--- src/rtl/pipe_decoder.sv ---
`default_nettype none
// ============================================================================
// Module      : pipe_decoder
// Description : Registered MIPS decode stage with valid/ready handshake,
//               load-use stall and flush. Define PIPE_DECODER_EXT_ALU_EN to
//               add R-type AND/OR/XOR/NOR.
// Revision    : 1.0 - initial release
// ============================================================================
module pipe_decoder #(
    parameter int XLEN = 32
) (
    input  logic            clk,
    input  logic            reset,
    input  logic            flush,
    input  logic            in_valid,
    output logic            in_ready,
    input  logic [31:0]     instr,
    output logic            out_valid,
    input  logic            out_ready,
    output logic [4:0]      rd,
    output logic [4:0]      rt,
    output logic [4:0]      rs,
    output logic [2:0]      op,
    output logic [1:0]      pcSrc,
    output logic [1:0]      regDIn,
    output logic [1:0]      regWAddr,
    output logic            regWe,
    output logic            dmWe,
    output logic            aluBSrc,
    output logic [25:0]     jAddr,
    output logic [XLEN-1:0] imm,
    output logic            illegal
);

    localparam logic [5:0] c_opc_rtype = 6'h00;
    localparam logic [5:0] c_opc_j     = 6'h02;
    localparam logic [5:0] c_opc_jal   = 6'h03;
    localparam logic [5:0] c_opc_bne   = 6'h05;
    localparam logic [5:0] c_opc_addi  = 6'h08;
    localparam logic [5:0] c_opc_xori  = 6'h0e;
    localparam logic [5:0] c_opc_lw    = 6'h23;
    localparam logic [5:0] c_opc_sw    = 6'h2b;

    localparam logic [5:0] c_fn_jr     = 6'h08;
    localparam logic [5:0] c_fn_add    = 6'h20;
    localparam logic [5:0] c_fn_sub    = 6'h22;
    localparam logic [5:0] c_fn_slt    = 6'h2a;
`ifdef PIPE_DECODER_EXT_ALU_EN
    localparam logic [5:0] c_fn_and    = 6'h24;
    localparam logic [5:0] c_fn_or     = 6'h25;
    localparam logic [5:0] c_fn_xor    = 6'h26;
    localparam logic [5:0] c_fn_nor    = 6'h27;
`endif

    localparam logic [2:0] c_op_add    = 3'd0;
    localparam logic [2:0] c_op_sub    = 3'd1;
    localparam logic [2:0] c_op_xor    = 3'd2;
    localparam logic [2:0] c_op_slt    = 3'd3;
`ifdef PIPE_DECODER_EXT_ALU_EN
    localparam logic [2:0] c_op_and    = 3'd4;
    localparam logic [2:0] c_op_nor    = 3'd6;
    localparam logic [2:0] c_op_or     = 3'd7;
`endif

    localparam logic [1:0] c_pc_inc4   = 2'd0;
    localparam logic [1:0] c_pc_j      = 2'd1;
    localparam logic [1:0] c_pc_jr     = 2'd2;
    localparam logic [1:0] c_pc_bne    = 2'd3;

    localparam logic [1:0] c_din_alu   = 2'd0;
    localparam logic [1:0] c_din_dm    = 2'd1;
    localparam logic [1:0] c_din_jal   = 2'd2;

    localparam logic [1:0] c_wa_rd     = 2'd0;
    localparam logic [1:0] c_wa_rt     = 2'd1;
    localparam logic [1:0] c_wa_r31    = 2'd2;

    logic [5:0]      w_opcode;
    logic [5:0]      w_funct;
    logic [2:0]      w_op;
    logic [1:0]      w_pcsrc;
    logic [1:0]      w_regdin;
    logic [1:0]      w_regwaddr;
    logic            w_regwe;
    logic            w_dmwe;
    logic            w_alubsrc;
    logic            w_illegal;
    logic            w_reads_rt;
    logic            w_hazard;
    logic            w_accept;
    logic [XLEN-1:0] w_imm;

    logic            r_out_valid;
    logic            r_is_lw;
    logic [4:0]      r_rd;
    logic [4:0]      r_rt;
    logic [4:0]      r_rs;
    logic [2:0]      r_op;
    logic [1:0]      r_pcsrc;
    logic [1:0]      r_regdin;
    logic [1:0]      r_regwaddr;
    logic            r_regwe;
    logic            r_dmwe;
    logic            r_alubsrc;
    logic [25:0]     r_jaddr;
    logic [XLEN-1:0] r_imm;
    logic            r_illegal;

    assign w_opcode = instr[31:26];
    assign w_funct  = instr[5:0];

    generate
        if (XLEN == 16) begin : g_imm_native
            assign w_imm = instr[15:0];
        end else begin : g_imm_sext
            assign w_imm = {{(XLEN-16){instr[15]}}, instr[15:0]};
        end
    endgenerate

    always_comb begin
        w_op       = c_op_add;
        w_pcsrc    = c_pc_inc4;
        w_regdin   = c_din_alu;
        w_regwaddr = c_wa_rd;
        w_regwe    = 1'b0;
        w_dmwe     = 1'b0;
        w_alubsrc  = 1'b0;
        w_illegal  = 1'b0;
        case (w_opcode)
            c_opc_lw: begin
                w_regwe    = 1'b1;
                w_alubsrc  = 1'b1;
                w_regdin   = c_din_dm;
                w_regwaddr = c_wa_rt;
            end
            c_opc_sw: begin
                w_dmwe    = 1'b1;
                w_alubsrc = 1'b1;
            end
            c_opc_j: begin
                w_pcsrc = c_pc_j;
            end
            c_opc_jal: begin
                w_pcsrc    = c_pc_j;
                w_regwe    = 1'b1;
                w_regwaddr = c_wa_r31;
                w_regdin   = c_din_jal;
            end
            c_opc_bne: begin
                w_op    = c_op_sub;
                w_pcsrc = c_pc_bne;
            end
            c_opc_addi, c_opc_xori: begin
                w_regwe    = 1'b1;
                w_alubsrc  = 1'b1;
                w_regwaddr = c_wa_rt;
                w_op       = (w_opcode == c_opc_xori) ? c_op_xor : c_op_add;
            end
            c_opc_rtype: begin
                case (w_funct)
                    c_fn_add: w_regwe = 1'b1;
                    c_fn_sub: begin w_regwe = 1'b1; w_op = c_op_sub; end
                    c_fn_slt: begin w_regwe = 1'b1; w_op = c_op_slt; end
                    c_fn_jr:  w_pcsrc = c_pc_jr;
`ifdef PIPE_DECODER_EXT_ALU_EN
                    c_fn_and: begin w_regwe = 1'b1; w_op = c_op_and; end
                    c_fn_or:  begin w_regwe = 1'b1; w_op = c_op_or;  end
                    c_fn_xor: begin w_regwe = 1'b1; w_op = c_op_xor; end
                    c_fn_nor: begin w_regwe = 1'b1; w_op = c_op_nor; end
`endif
                    default:  w_illegal = 1'b1;
                endcase
            end
            default: w_illegal = 1'b1;
        endcase
    end

    // Load-use: a held LW writing rt must reach the register file before a
    // consumer of that register may enter; $zero never creates a dependency.
    assign w_reads_rt = (w_opcode == c_opc_rtype) || (w_opcode == c_opc_sw) ||
                        (w_opcode == c_opc_bne);
    assign w_hazard   = r_out_valid && r_is_lw && (r_rt != 5'd0) && in_valid &&
                        ((instr[25:21] == r_rt) ||
                         (w_reads_rt && (instr[20:16] == r_rt)));
    assign in_ready   = !reset && (!r_out_valid || out_ready) && !w_hazard && !flush;
    assign w_accept   = in_valid && in_ready;

    always_ff @(posedge clk) begin
        if (reset) begin
            r_out_valid <= 1'b0;
            r_is_lw     <= 1'b0;
            r_rd        <= '0;
            r_rt        <= '0;
            r_rs        <= '0;
            r_op        <= '0;
            r_pcsrc     <= '0;
            r_regdin    <= '0;
            r_regwaddr  <= '0;
            r_regwe     <= 1'b0;
            r_dmwe      <= 1'b0;
            r_alubsrc   <= 1'b0;
            r_jaddr     <= '0;
            r_imm       <= '0;
            r_illegal   <= 1'b0;
        end else if (flush) begin
            r_out_valid <= 1'b0;
            r_is_lw     <= 1'b0;
            r_illegal   <= 1'b0;
        end else if (w_accept) begin
            r_out_valid <= 1'b1;
            r_is_lw     <= (w_opcode == c_opc_lw);
            r_rd        <= instr[15:11];
            r_rt        <= instr[20:16];
            r_rs        <= instr[25:21];
            r_op        <= w_op;
            r_pcsrc     <= w_pcsrc;
            r_regdin    <= w_regdin;
            r_regwaddr  <= w_regwaddr;
            r_regwe     <= w_regwe;
            r_dmwe      <= w_dmwe;
            r_alubsrc   <= w_alubsrc;
            r_jaddr     <= instr[25:0];
            r_imm       <= w_imm;
            r_illegal   <= w_illegal;
        end else if (out_ready) begin
            r_out_valid <= 1'b0;
            r_is_lw     <= 1'b0;
        end
    end

    assign out_valid = r_out_valid;
    assign rd        = r_rd;
    assign rt        = r_rt;
    assign rs        = r_rs;
    assign op        = r_op;
    assign pcSrc     = r_pcsrc;
    assign regDIn    = r_regdin;
    assign regWAddr  = r_regwaddr;
    assign regWe     = r_regwe;
    assign dmWe      = r_dmwe;
    assign aluBSrc   = r_alubsrc;
    assign jAddr     = r_jaddr;
    assign imm       = r_imm;
    assign illegal   = r_illegal;

endmodule
`default_nettype wire

--- config.mk ---
export PLATFORM = sky130hd
export DESIGN_NAME = pipe_decoder
export DESIGN_NICKNAME = d
export VERILOG_FILES = /design/src/rtl/pipe_decoder.sv
export SDC_FILE = /design/constraint.sdc
export NUM_CORES = 1
export LEC_CHECK = 0
export ABC_AREA = 1
export CAP_MARGIN = 30
export CORE_MARGIN = 4
export CORE_UTILIZATION = 30
export CTS_BUF_LIST = sky130_fd_sc_hd__clkbuf_8
export CTS_CLUSTER_DIAMETER = 60
export DETAILED_ROUTE_END_ITERATION = 7
export PLACE_DENSITY_LB_ADDON = 0.12
export SYNTH_ARGS = -nofsm -noshare
export SYNTH_HDL_FRONTEND = slang
export SYNTH_SLANG_ARGS = --single-unit
--- constraint.sdc ---
create_clock -name clk -period 1.9 [get_ports clk]
set_clock_uncertainty 0.2 [all_clocks]
set_input_delay 0.19 -clock clk [delete_from_list [all_inputs] [get_ports clk]]
set_output_delay 0.19 -clock clk [all_outputs]
set_load 0.01 [all_outputs]
==> qor.txt, run 1 <==
Fmax: 520.8 MHz
Commonest non-fill, non-tap cells in the layout: clkdlybuf4s50_1, nor2_1, nand2_1, inv_1, dfxtp_1
Layout net count: 520
Minimum clock period: 1.920 ns
Commonest non-fill, non-tap cell in the layout: clkdlybuf4s50_1
Top-area cell type share of the netlist area: 0.3216
Global-route usage over all layers: 0.1312
Diode count: 0
Cell mode on critical path: nand2_1
DP HPWL: 4851 um
Antenna-violating nets left: 0
# port buffers: 123
Final Hold Fails: 0
Critical path depth: 13
Final cycle utilization of the critical path: 1.011
Drt total wl: 6987 um
DRC Markers: 0
Synth area leader: dfxtp_1
Post-Syn Area: 2427 sq um
Mean post-synth cell area: 6.490 sq um
Hold depth: 3
Synth warn: 0
Worst path bufs/invs: 3
Global-route wire length before repair: 10,400 um
Starting Density: 0.3109
Largest net degree at the start of global routing: 25
Worst setup SP type: input port
Setup repair after global routing missed its margin: true
Critical-path top delay cell: clkdlybuf4s50_1
Overflow after GRT: 0
Kind of critical path: in2reg
CTS tree: done
Die Ht: 97.95 um
DR WL/cell: 11.92 um
Sequential share of the synthesized area: 0.3216
Design Power: 2.041 mW
Hold_buf cts: 0
Worst setup EP type: register
Leak Pwr: 1.890 nW
CTS Root Cell: clkbuf_8
Post-layout util: 0.5194
CTS Buf Count: 5
Yosys reg bits: 39
CP max stage delay: 0.54 ns
Antenna violations before repair: 0
Arrival time worst endpoint: 1.91 ns
Worst Path Required: 1.89 ns
Status: finished, violations left
Violated checks: negative setup slack
Die Wd: 97.95 um
Area grow syn2layout: 67.06%
IO Count: 125
Vias in the first global route: 2,244
Synthesized Nets: 411
CTS clk-pin slew, worst paths: 0.08 ns
Clk_lat worst skew: 0.29 ns
Distinct cells, synth: 29
CP cell instances: clkdlybuf4s50_1 > xnor2_1 > nand2_1 > nor2_2 > nand3_2 > nand2_2 > buf_6 > nand2_8 > nand3_4 > clkbuf_16 > nand2_1 > nand2_1 > nor2_1
Fraction of layout cells with a size suffix above 1: 0.2149
Crit Path Max Fanout: 8
Setup Viol. Count Final: 8
Count of pins over their slew limit: 0
Cells on worst reg2reg path: 12
Ys flop type: dfxtp_1
TritonCTS Sinks: 39
Post-synth EDFFs: 0
Std cell rows: 32
Post-route setup slack: -0.02013 ns
Cells after synthesis: 374
Reg2Reg Setup Slack: 0.01 ns
Max Cap Viol: 0
Max Buffers Root-to-Sink: 2
1st-iter DRT viols: 26
H-tree depth: 2
Ys async rst share: 0
Area contributors post-synth: dfxtp_1, buf_4, nand2_1
Vias per std cell: 4.218
Placeable core area: 7807 sq um
Power per cell area: 503.4 nW/um^2
TritonRoute pass-1 iters: 4
Critical path's top delay family: buffers and inverters
Placer Congestion: 0.7874
Die area: 9594 sq um
Worst hold path type: in2reg
Via Count: 2,472
Peak VDD IR: 0.0002245 V
Setup tns final: -0.07515 ns
==> registers in the layout (all words and copies together), names as in the netlist <==
register and count:
rt 4, op 2, aluBSrc 1, out_valid 1
regWAddr 1, illegal 1, regWe 1, regDIn 2
rs 5, jAddr 13, rd 4, pcSrc 2
r_is_lw 1, dmWe 1
==> path summary, 6_finish.rpt <==
path	startpoint	end
max	instr[19]	jAddr[1]$_SDFFE_PP0P_
min	instr[22]	rs[1]$_SDFFE_PP0P_
max reg2reg	rt[3]$_SDFFE_PP0P_	jAddr[1]$_SDFFE_PP0P_
min reg2reg	regWAddr[0]$_SDFFE_PP0P_	regWAddr[0]$_SDFFE_PP0P_
==> tightest hold or removal path, delay by kind of cell <==
kind          cells  cell delay (ns)
simple gates      2             0.13
buf+inv           1             0.14
==> area by class of cell <==
type / instances / area (sq um)
repair buffers: 161 / 1643
flip-flops and latches: 39 / 799.5
fillers: 772 / 3752
well taps: 102 / 127.6
multi-input cells: 220 / 1194
inverters: 56 / 210.2
clock buffers: 5 / 68.82
clock inverters: 3 / 12.51
==> metrics by stage <==
| step | instance area, sq um | instances | hold WS, ns | setup slack [ns] |
|---|---|---|---|---|
| 2_1_floorplan | 2427 | 374 | 0.05907 | 0.1977 |
| 3_3_place_gp | 3596 | 569 | 0.2455 | -0.4009 |
| 3_5_place_dp | 3596 | 569 | 0.2523 | -0.4547 |
| 4_1_cts | 3677 | 577 | 0.2621 | 0.005330 |
| 5_1_grt | 4055 | 586 | 0.003235 | -0.1090 |
| 6_report | 4055 | 586 | 0.003212 | -0.02013 |
==> report_power, final <==
part | leakage, nW | internal [mW] | switching, mW | total (mW)
sequential | 0.322 | 0.852 | 0.0315 | 0.884
combinational | 1.52 | 0.340 | 0.268 | 0.609
clock | 0.0505 | 0.247 | 0.301 | 0.549
total | 1.89 | 1.44 | 0.601 | 2.04
==> synthesized netlist by cell type, drive strengths merged, types with 2 or more instances <==
cell	number
dfxtp	39
a31oi	2
buf	58
nand4	12
nand2	84
xnor2	3
nor2	80
nor3	3
a21oi	7
xor2	6
inv	56
clkbuf	2
nand3	16
==> logic make-up after synthesis <==
group	count (synthesis)	synth area share
AO/OA/AOI/OAI	12	0.02938
XOR/XNOR	9	0.03248
buffers and inverters	116	0.2680
flip-flops	39	0.3216
other	1	0.001545
AND/OR/NAND/NOR	197	0.3469
==> routing by layer <==
layer	global-route usage	routed length, um
met5	0	0
met2	0.2236	3358
met3	0.03714	466
met4	0.04153	106
met1	0.1596	3056
==> timing repair <==
item | 4_1_cts | 5_1_grt
gates cloned | 0 | 7
buffers inserted | 0 | 2
pin swaps | 0 | 23
gates resized for setup | 14 | 74
hold endpoints to repair | 0 | 0
setup endpoints to repair | 38 | 40
Power figures use the tool's default switching activity.
==> inputs of run 2 (changes only) <==
--- a/config.mk
+++ b/config.mk
@@ -8,11 +8,12 @@
 export ABC_AREA = 1
 export CAP_MARGIN = 30
 export CORE_MARGIN = 4
-export CORE_UTILIZATION = 30
+export CORE_UTILIZATION = 41
 export CTS_BUF_LIST = sky130_fd_sc_hd__clkbuf_8
 export CTS_CLUSTER_DIAMETER = 60
 export DETAILED_ROUTE_END_ITERATION = 7
 export PLACE_DENSITY_LB_ADDON = 0.12
+export RECOVER_POWER = 25
 export SYNTH_ARGS = -nofsm -noshare
 export SYNTH_HDL_FRONTEND = slang
 export SYNTH_SLANG_ARGS = --single-unit
==> qor.txt, run 2 (synthesized netlist as in run 1, its figures left out) <==
Violated checks: negative hold slack
Worst setup SP type: input port
Std cell rows: 27 (-16%)
Largest net degree at the start of global routing: 29 (+16%)
Fraction of layout cells with a size suffix above 1: 0.1417 (-0.07321)
IO Count: 125 (unchanged)
Antenna-violating nets left: 0 (unchanged)
Cells after DPL: 536 (-5.8%)
TritonRoute pass-1 iters: 4 (unchanged)
Worst hold path type: in2reg
DRC Markers: 0 (unchanged)
Fmax: 544.1 MHz (+4.5%)
Max reg flops: 13 (unchanged)
Commonest non-fill, non-tap cells in the layout: clkdlybuf4s50_1, nand2_1, nor2_1, inv_1, dfxtp_1
Starting Density: 0.4328 (+0.1219)
Global-route wire length before repair: 10,060 um (-3.3%)
Reg-to-Reg Start: rt[3]$_SDFFE_PP0P_
DP HPWL: 4777 um (-1.5%)
Layout net count: 516 (-0.77%)
Peak VDD IR: 0.0002897 V (+29%)
Setup Viol. Count Final: 0 (-8)
Met2 global-route usage: 0.2994 (+0.07587)
H-tree depth: 2 (unchanged)
Clk_lat worst skew: 0.28 ns (about the same)
Cell mode on critical path: nor2_1
Drt total wl: 6619 um (-5.3%)
Kind of critical path: in2reg
Max Cap Viol: 0 (unchanged)
Area grow syn2layout: 58.30%
CTS Root Cell: clkbuf_8
Critical path's top delay family: buffers and inverters
Commonest non-fill, non-tap cell in the layout: clkdlybuf4s50_1
TritonCTS Sinks: 39 (unchanged)
Minimum clock period: 1.838 ns (-0.08232 ns)
Die Ht: 84.95 um (-13%)
DR WL/cell: 11.99 um (+0.57%)
Finished Layout Cells: 552 (-5.8%)
Diode count: 0 (unchanged)
Met3 Usage GRT: 0.04563 (+0.008488)
Vias per std cell: 4.437 (+5.2%)
Worst Path Required: 1.88 ns (about the same)
Setup repair after global routing missed its margin: true
Global-route usage over all layers: 0.1679 (+0.03666)
Worst setup EP type: register
Fillcell total: 507 (-34%)
CP cell instances: clkdlybuf4s50_1 > xor2_1 > a21oi_2 > nand3_2 > nand2_2 > buf_6 > nand2_4 > nand3_4 > clkbuf_16 > nor2_1 > nor2_1
Final Hold Fails: 2 (+2)
Busiest layer in global routing: met2
Leak Pwr: 1.975 nW (+4.5%)
Status: finished, violations left
CTS tree: done
Max Buffers Root-to-Sink: 2 (unchanged)
Power per cell area: 511.0 nW/um^2 (+1.5%)
Worst path bufs/invs: 3 (unchanged)
Die Wd: 84.95 um (-13%)
Placer Congestion: 0.9112 (+16%)
CTS Buf Count: 5 (unchanged)
CP max stage delay: 0.51 ns (-0.03 ns)
Via Count: 2,449 (-0.93%)
# port buffers: 123 (unchanged)
Die area: 7216 sq um (-25%)
Met1 Usage GRT: 0.1963 (+0.03673)
CP Launch Point: instr[21]
Crit Path Max Fanout: 7 (-1)
Critical-path top delay cell: clkdlybuf4s50_1
CTS clk-pin slew, worst paths: 0.07 ns (about the same)
Final cycle utilization of the critical path: 0.9673 (-0.04332)
Hold_sp: instr[16]
Placeable core area: 5608 sq um (-28%)
Arrival time worst endpoint: 1.82 ns (-0.09 ns)
Vias in the first global route: 2,292 (+2.1%)
1st-iter DRT viols: 99 (+280%)
Antenna violations before repair: 0 (unchanged)
Overflow after GRT: 0 (unchanged)
Post-layout util: 0.6852 (+0.1658)
Hold slack: -0.01157 ns (-0.01478 ns)
Count of pins over their slew limit: 0 (unchanged)
==> run 2: timing repair <==
item                                    4_1_cts  5_1_grt
hold buffers                                  0        0
buffers inserted                              0        1
gates resized for setup                      14       27
pin swaps                                     0        9
endpoints found under the setup margin       47       39
cloned                                        0        7
endpoints found under the hold margin         0        0
==> run 2: worst paths after layout <==
check                                             to  slack [ns]  cells past startpoint
worst max-delay path              rs[1]$_SDFFE_PP0P_        0.06                     11
worst min-delay path              rt[0]$_SDFFE_PP0P_       -0.01                      3
worst max register to register    rs[1]$_SDFFE_PP0P_        0.07                     10
worst min register to register  aluBSrc$_SDFFE_PP0P_        0.26                      2
==> run 2: area by class of cell <==
| cell class | instances | area (sq um) | area share |
|---|---|---|---|
| Clock inverter | 3 | 12.51 | 0.003256 |
| Sequential cell | 39 | 795.8 | 0.2071 |
| Tap cell | 72 | 90.09 | 0.02345 |
| Inverter | 56 | 210.2 | 0.05471 |
| Clock buffer | 5 | 68.82 | 0.01791 |
| Multi-Input combinational cell | 220 | 1056 | 0.2748 |
| Timing Repair Buffer | 157 | 1609 | 0.4188 |
==> run 2: per-layer routing <==
layer,wire [um],vias to the layer above
met5,0,-
met4,61,0
met3,377,6
met2,3328,75
met1,2851,1082
li1,-,1286
==> run 2: metrics by stage <==
step	area, sq um	TNS [ns]	hold slack [ns]	power (mW)	setup WS, ns
finish	3842	0	-0.01157	1.963	0.06219
global route	3842	-0.4227	0.03301	2.077	-0.05936
CTS	3625	0	0.2685	1.967	0.02603
detailed placement	3548	-12.28	0.2576	1.448	-0.4782
global placement	3548	-10.84	0.2498	1.436	-0.3998
floorplan	2427	0	0.05907	1.185	0.1977
==> run 2: power breakdown <==
group	switching [mW]	internal, mW
sequential	0.0335	0.855
combinational	0.245	0.315
clock	0.268	0.247
==> run 2: worst min-delay path, stage by stage <==
cell            delay (ns)
dlymetal6s2s_1        0.11
nor2_1                0.06
nor2_1                0.08
==> inputs of run 3 (changes only) <==
--- a/config.mk
+++ b/config.mk
@@ -11,6 +11,7 @@
 export CORE_UTILIZATION = 41
 export CTS_BUF_LIST = sky130_fd_sc_hd__clkbuf_8
 export CTS_CLUSTER_DIAMETER = 60
+export CTS_CLUSTER_SIZE = 8
 export DETAILED_ROUTE_END_ITERATION = 7
 export PLACE_DENSITY_LB_ADDON = 0.12
 export RECOVER_POWER = 25
==> results of run 3 <==
Final layout, timing and power as in run 2 (identical DEF).
